==> src/rtl/raxm_mul_arbiter.sv <==
// Purpose : round-robin arbiter sharing one multi-cycle multiplier between two requesters, with abort on a stuck job.
// Latency : accept edge T -> mul_start at T+1 -> mul_done sampled at T+1+k -> rspN_valid at T+2+k (sampled edges).
// Backpres: one job in flight; req*_ready only in IDLE; rsp held stable until rspN_ready; no accept in the RESP handshake cycle.
//
// Ports:
//   wb_clk_i, wb_rst_ni          clock, asynchronous active-low reset
//   reqN_valid/ready/a/b         operand channel per requester (N = 0 Wishbone side, 1 logic-analyzer side)
//   rspN_valid/ready/data/err    result channel per requester; err=1 marks a timed-out job (data 0)
//   mul_start/mul_a/mul_b        multiplier issue (start is a one-cycle pulse)
//   mul_done/mul_result          multiplier completion, honoured only while waiting
//   busy, grant_id, err_timeout  status: job in progress, current owner, one-cycle abort pulse
module raxm_mul_arbiter #(
    parameter int OP_W    = 16,
    parameter int RES_W   = 32,
    parameter int TIMEOUT = 15
) (
    input  logic             wb_clk_i,
    input  logic             wb_rst_ni,
    input  logic             req0_valid,
    output logic             req0_ready,
    input  logic [OP_W-1:0]  req0_a,
    input  logic [OP_W-1:0]  req0_b,
    output logic             rsp0_valid,
    input  logic             rsp0_ready,
    output logic [RES_W-1:0] rsp0_data,
    output logic             rsp0_err,
    input  logic             req1_valid,
    output logic             req1_ready,
    input  logic [OP_W-1:0]  req1_a,
    input  logic [OP_W-1:0]  req1_b,
    output logic             rsp1_valid,
    input  logic             rsp1_ready,
    output logic [RES_W-1:0] rsp1_data,
    output logic             rsp1_err,
    output logic             mul_start,
    output logic [OP_W-1:0]  mul_a,
    output logic [OP_W-1:0]  mul_b,
    input  logic             mul_done,
    input  logic [RES_W-1:0] mul_result,
    output logic             busy,
    output logic             grant_id,
    output logic             err_timeout
);

    localparam int TMR_W = (TIMEOUT < 1) ? 1 : $clog2(TIMEOUT + 1);
    localparam logic [TMR_W-1:0] TMO = TMR_W'(TIMEOUT);

    typedef enum logic [1:0] {IDLE, ISSUE, WAIT, RESP} state_t;

    state_t           state, state_nxt;
    logic             last_grant;
    logic [TMR_W-1:0] timer;
    logic [OP_W-1:0]  op_a, op_b;
    logic [RES_W-1:0] res_q;
    logic             err_q;

    logic pick;      // requester chosen this cycle if a request is accepted
    logic accept;
    logic done_hit;
    logic tmo_hit;
    logic rsp_hs;

    always_comb begin
        state_nxt = state;
        // Tie goes to whoever was not served last; a lone request wins outright.
        pick      = (req0_valid && req1_valid) ? ~last_grant : req1_valid;
        accept    = (state == IDLE) && (req0_valid || req1_valid);
        done_hit  = (state == WAIT) && mul_done;
        // A completion arriving on the timeout cycle wins over the abort.
        tmo_hit   = (state == WAIT) && !mul_done && (timer == TMO);
        rsp_hs    = (state == RESP) && (grant_id ? rsp1_ready : rsp0_ready);

        case (state)
            IDLE:    if (accept) state_nxt = ISSUE;
            ISSUE:   state_nxt = WAIT;
            WAIT:    if (done_hit || tmo_hit) state_nxt = RESP;
            RESP:    if (rsp_hs) state_nxt = IDLE;
            default: state_nxt = IDLE;
        endcase
    end

    always_ff @(posedge wb_clk_i or negedge wb_rst_ni) begin
        if (!wb_rst_ni) begin
            state      <= IDLE;
            last_grant <= 1'b1;
            grant_id   <= 1'b0;
            timer      <= '0;
            op_a       <= '0;
            op_b       <= '0;
            res_q      <= '0;
            err_q      <= 1'b0;
        end else begin
            state <= state_nxt;
            if (accept) begin
                grant_id <= pick;
                op_a     <= pick ? req1_a : req0_a;
                op_b     <= pick ? req1_b : req0_b;
            end
            if (state == ISSUE) begin
                timer <= '0;
            end
            if (state == WAIT) begin
                if (mul_done) begin
                    res_q <= mul_result;
                    err_q <= 1'b0;
                end else if (tmo_hit) begin
                    res_q <= '0;
                    err_q <= 1'b1;
                end else begin
                    timer <= timer + 1'b1;
                end
            end
            if (rsp_hs) begin
                last_grant <= grant_id;
            end
        end
    end

    // Ready is combinational on valid, so gate it with reset to keep it low while reset is held.
    assign req0_ready  = wb_rst_ni && accept && !pick;
    assign req1_ready  = wb_rst_ni && accept && pick;

    assign mul_start   = (state == ISSUE);
    assign mul_a       = ((state == ISSUE) || (state == WAIT)) ? op_a : '0;
    assign mul_b       = ((state == ISSUE) || (state == WAIT)) ? op_b : '0;

    assign rsp0_valid  = (state == RESP) && !grant_id;
    assign rsp1_valid  = (state == RESP) && grant_id;
    assign rsp0_data   = rsp0_valid ? res_q : '0;
    assign rsp1_data   = rsp1_valid ? res_q : '0;
    assign rsp0_err    = rsp0_valid && err_q;
    assign rsp1_err    = rsp1_valid && err_q;

    assign busy        = (state != IDLE);
    assign err_timeout = tmo_hit;

endmodule

==> config.mk <==
export PLATFORM = sky130hd
export DESIGN_NAME = raxm_mul_arbiter
export DESIGN_NICKNAME = d
export VERILOG_FILES = /design/src/rtl/raxm_mul_arbiter.sv
export SDC_FILE = /design/constraint.sdc
export NUM_CORES = 1
export LEC_CHECK = 0
export BUFFER_PORTS_ARGS = -buffer_cell sky130_fd_sc_hd__clkbuf_2
export CELL_PAD_IN_SITES_DETAIL_PLACEMENT = 1
export CELL_PAD_IN_SITES_GLOBAL_PLACEMENT = 2
export CORE_AREA = 4 4 167 104
export DETAILED_ROUTE_END_ITERATION = 10
export DIE_AREA = 0 0 171 108
export PLACE_DENSITY = 0.76
export SYNTH_ARGS = -nofsm -noshare
export SYNTH_HDL_FRONTEND = slang
export SYNTH_SLANG_ARGS = --single-unit
==> constraint.sdc <==
create_clock -name wb_clk_i -period 1.77 [get_ports wb_clk_i]
set_input_delay 0 -clock wb_clk_i [delete_from_list [all_inputs] [get_ports wb_clk_i]]
set_output_delay 0 -clock wb_clk_i [all_outputs]
set_load 0.005 [all_outputs]
## Yosys cells after proc, flatten, opt, wreduce, memory -nomap -nowiden

Index checks and enable logic that the tools add are counted.

- Bits in registers: 73
- Bits of input ports: 103
- Logic and storage cells: 61

- $add $sub $neg: 1
- Equal/unequal tests: 7
- Muxes and demuxes: 20
- Bitwise logic cells: 1
- Reduce and logical (&&, ||, !) cells: 24

Operators by type and width:

| operator | number |
|---|---|
| 32-bit 2-to-1 mux | 4 |
| 16-bit 2-to-1 mux | 4 |
| 4-bit 2-to-1 mux | 4 |
| 1-bit logical AND | 13 |
| 2-bit case mux with 4 select lines | 1 |
| 2-bit 2-to-1 mux | 3 |
| 2-bit inequality test, second input constant | 3 |
| 4-bit by 1-bit adder with 4-bit output, second input constant | 1 |
| 2-bit == test, second input constant | 2 |
| 4-bit == test, second input constant | 1 |
| 1-bit 2-to-1 mux | 4 |
| 2-bit nonzero test | 2 |
| 1-bit zero test | 3 |
| 1-bit logical OR | 3 |
| 3-bit AND reduction | 1 |
| 2-bit by 1-bit == test with 1-bit output, second input constant | 1 |
| 2-bit zero test | 1 |
| 2-bit AND reduction | 1 |
| 1-bit NOT | 1 |

## Longest topological paths before layout

- Depth in word-level cells: 6
- Gate-level depth with buffers: 7
- Mapped depth without buffers: 5

## Least setup slack after synthesis

Ideal clock, no wire load.

- Kind: reg-to-reg
- Start point: register state[0]
- End point: register state[1]
- Setup time: 125 ps
- Arrival time: 1453 ps
- Required time: 1645 ps
- Slack: 192 ps
- Cell stages (with the launch flop): 6
- Buffers on the path: 0
- Clock period less this slack: 1578 ps
- Cells stage by stage: dfrtp_1 -> inv_1 -> ha_1 -> or3b_1 -> o221ai_2 -> mux2_4

- Cells in the longest elaborated chain, start to end: 6
- Elaborated cells on any way between the ends: 15
- Classes of those cells: eq/ne: 6; mux: 1; reduce/logical: 8

Ends and longest elaborated chain:

| element | RTL line | text |
|---|---|---|
| start: declaration | 50 | `state_t state, state_nxt;` |
| start signal: assignment | 93 | `state <= state_nxt;` |
| 2-bit == test | 68, 70, 73 |  |
| 1-bit logical AND (2 in series) | 70 | `tmo_hit = (state == WAIT) && !mul_done && (timer == TMO);` |
| 1-bit logical OR | 76 | `WAIT: if (done_hit \|\| tmo_hit) state_nxt = RESP;` |
| 2-bit inequality test (no source line) | n/a |  |
| 3-bit AND reduction (no source line) | n/a |  |

Parallel ways exist; a longest one is shown, timed or not.
A chain may end at the register's enable or synchronous reset.

## Worst setup path after layout

- Start point: register state[1]
- End point: register state[1]

The elaborated chain is that of the path after synthesis.

==> metrics.csv <==
stage,metric,value,unit
drt,Initial DRT Pass Iterations,4,
final_layout,most frequent cells in the layout,"clkbuf_2 (207), dlygate4sd3_1 (96), dfrtp_1 (72)",
power_and_ir_drop,Seq pwr share,30.5,%
floorplanning,Die X,171,um
power_and_ir_drop,clock share of power,23.9,%
cts,Max clock buf depth,2,
drt,DRC Markers,0,
timing,Worst Max-Slew Pin Slew,0.573,ns
critical_path,Worst path top cell family by delay,flip-flops,
floorplanning,initial core utilization,24.6,%
drt,first-iteration detailed-routing DRC count,130,
floorplanning,IO Pins,209,
critical_path,largest fanout on the critical path,4,
power_and_ir_drop,Combinational Power Share,45.6,%
timing,min cycle time layout,1.66,ns
outcome,status,"complete, but fails checks",
global_routing,GR Overflow Total,0,
critical_path,startpoint types,flip-flop,
floorplanning,DIE AREA,18500,sq um
final_layout,layout cells sized above 1,37.2,%
placement,port bufs,208,
final_layout,"most common cell after layout, fill and taps aside",clkbuf_2,
final_layout,Fillers,1855,
power_and_ir_drop,Design Power,9.61,mW
global_routing,Total Routing Usage GR,16.2,%
synthesis,ys flop type,dfrtp_1,
cts,clock transition at the registers of the reported paths,0.06,ns
synthesis,"EDFF count, synth",0,
drt,vias per cell,4.52,
timing,fin crit share,93.9,%
outcome,failing checks,hold timing,
power_and_ir_drop,Sw Ratio,35.8,%
critical_path,CP Data Required Time,1.98,ns
global_routing,largest net degree at the start of global routing,38,
drt,routed wire length per instance,16.7,um
critical_path,slowest cell on the critical path,dfrtp_1,
drt,detailed-route via count,4042,
critical_path,CP arrival,1.87,ns
critical_path,worst path bufs/invs,1,
power_and_ir_drop,Internal,6.17,mW
critical_path,Crit Reg-Reg Startpoint,state[1]$_DFFE_PN0P_,
hold_path,min-delay worst type,in2reg,
power_and_ir_drop,net load switching power,3.44,mW
timing,Slew HR,61.8,%
placement,Placement Cell Area,5190,sq um
synthesis,register area share after synthesis,46.6,%
timing,Slew Limit Fails,0,
floorplanning,CORE AREA,15900,sq um
floorplanning,Std-Cell Rows,36,
synthesis,Mapped Nets,491,
critical_path,reg2reg end,state[1]$_DFFE_PN0P_,
global_routing,first-pass GRT wire length,23.9,mm
final_layout,"final std cell area, no fill",6590,sq um
critical_path,CP max stage delay,0.42,ns
timing,hold_ws,-0.0137,ns
synthesis,Post-Syn Instances,382,
cts,total CTS buffers,9,
cts,htree depth,3,
power_and_ir_drop,PD cells,1460,nW/um^2
power_and_ir_drop,Leakage,3.52,nW
critical_path,Worst R2R Setup Slack,0.11,ns
critical_path,Setup CP Type,reg2reg,
cts,# clock sinks,73,
final_layout,Post-layout nets,789,
timing,"Hold Vio Cnt, Final",1,
flow_run,max-cap violations,0,
synthesis,Synth Cell Area,3920,sq um
critical_path,FF-to-FF path depth,5,
synthesis,syn avg cell area,10.3,sq um
floorplanning,Die Height,108,um
timing,Setup Skew,0.00538,ns
hold_path,Min-Delay Endpoint,op_b[1]$_DFFE_PN0N_,
synthesis,"FFs w/ async S/R, synth",100,%
final_layout,area grow syn2layout,68.0,%
critical_path,crit-path cells,inv_1 -> ha_2 -> or3b_1 -> o221ai_2 -> mux2_4,
timing,unrepaired setup endpoints after global routing,no,
synthesis,Synth cell types,39,
drt,DRT antenna net count,0,
global_routing,antenna violations before repair,0,
cts,clock latency on the worst-skew pair,0.33,ns
timing,# setup viols final,0,
hold_path,Hold Path Stages,3,
drt,DRT Wirelength,15.0,mm
synthesis,Yosys warning count,0,
critical_path,CP Capture Type,flip-flop,
global_routing,vias in the first global route,4513,
cts,CTS root buf,clkbuf_16,
placement,GPL Wtd Cong,0.760,
synthesis,number of synthesized register bits,73,
cts,TritonCTS clock tree,done,
placement,Post-DP HPWL,9.95,mm
timing,Highest Clock Rate,602,MHz
hold_path,critical hold path startpoint,req1_b[1],
power_and_ir_drop,VDD IR max,617,uV
-- through the flow --
step / setup WS, ns / utilization, % / instances / setup TNS (ns)
finish: 0.108 / 41.3 / 895 / 0
CTS: 0.0130 / 41.1 / 894 / 0
global route: 0.0117 / 41.3 / 894 / 0
floorplan: 0.192 / - / 382 / 0
detailed placement: -0.00158 / 32.5 / 780 / -0.00158
global placement: 0.0522 / 32.5 / 780 / 0
-- area by class of cell --
cell class / count / area, sq um / area share [%]
inverters: 4 / 15.0 / 0.228
flip-flops and latches: 73 / 1830 / 27.7
clock inverters: 6 / 138 / 2.09
repair buffers: 318 / 2190 / 33.2
diodes: 1 / 2.50 / 0.0380
well taps: 209 / 262 / 3.97
clock buffers: 10 / 239 / 3.63
multi-input cells: 274 / 1920 / 29.1
-- power by group through the flow --
stage | logic, mW | clock network, mW | registers (mW)
final | 4.39 | 2.30 | 2.93
after global routing | 4.92 | 2.43 | 3.03
after floorplan | 2.50 | 0 | 2.77
after global placement | 3.94 | 0 | 2.90
after detailed placement | 4.09 | 0 | 2.94
after CTS | 4.36 | 2.37 | 2.93
-- layer usage --
layer	part of all wire, %	routed length (um)	vias up	global-route usage, %
li1	-	-	1924	-
met1	45	6680	2006	20.4
met2	50	7520	103	28.8
met3	4.4	655	9	3.51
met4	0.80	120	0	3.67
met5	0	0	-	0
-- registers in the layout, indices dropped and copies added, names as in the netlist --
name        flops
grant_id        1
err_q           1
res_q          32
timer           4
state           2
op_b           16
op_a           16
last_grant      1
-- timing repair --
| action | in CTS | in global routing |
|---|---|---|
| endpoints found under the setup margin | 8 | 68 |
| endpoints found under the hold margin | 137 | 0 |
| hold buffers | 96 | 0 |
| setup buffers | 1 | 0 |
| cloned | 1 | 0 |
| gates resized for setup | 4 | 8 |
| pin swaps | 1 | 1 |
-- worst min-delay path, cell delays in order --
cell and delay [ns]:
clkbuf_2 0.08, mux2i_1 0.05, o21ai_0 0.14
-- synthesized netlist by cell type, types with 4 or more instances --
library cell | count | area [sq um]
dfrtp_1 | 72 | 1800
and2_1 | 67 | 419
and3_1 | 35 | 219
a22o_1 | 33 | 289
nand2_1 | 33 | 124
mux2i_1 | 32 | 320
o21ai_1 | 29 | 145
clkbuf_1 | 13 | 48.8
buf_2 | 8 | 40.0
o21ai_0 | 7 | 35.0
ha_1 | 6 | 75.1
buf_6 | 5 | 56.3
a21oi_1 | 4 | 20.0
buf_4 | 4 | 30.0
inv_1 | 4 | 15.0
nor2_1 | 4 | 15.0
-- how the worst max path moves through the flow --
stage / startpoint / end / slack, ns / cells after the start
floorplan: state[0]$_DFFE_PN0P_ / state[1]$_DFFE_PN0P_ / 0.19 / 5
global placement: state[0]$_DFFE_PN0P_ / req0_ready / 0.05 / 6
detailed placement: state[0]$_DFFE_PN0P_ / req0_ready / -0.002 / 6
CTS: state[1]$_DFFE_PN0P_ / req0_ready / 0.01 / 6
global route: state[1]$_DFFE_PN0P_ / req0_ready / 0.01 / 6
finish: state[1]$_DFFE_PN0P_ / state[1]$_DFFE_PN0P_ / 0.11 / 5
-- logic make-up (layout without fill, tap and decap cells) --
| group | count (synthesis) | in the layout | share of synthesized area, % |
|---|---|---|---|
| xor+xnor | 1 | 1 | 0.223 |
| buf+inv | 36 | 338 | 5.62 |
| compound gates | 79 | 80 | 14.1 |
| mux | 35 | 35 | 9.13 |
| flops | 73 | 73 | 46.6 |
| other cells | 0 | 1 | 0 |
| simple gates | 152 | 152 | 22.3 |
| fa+ha+maj | 6 | 6 | 1.92 |
Note: power is estimated with default switching activity, not from simulation.
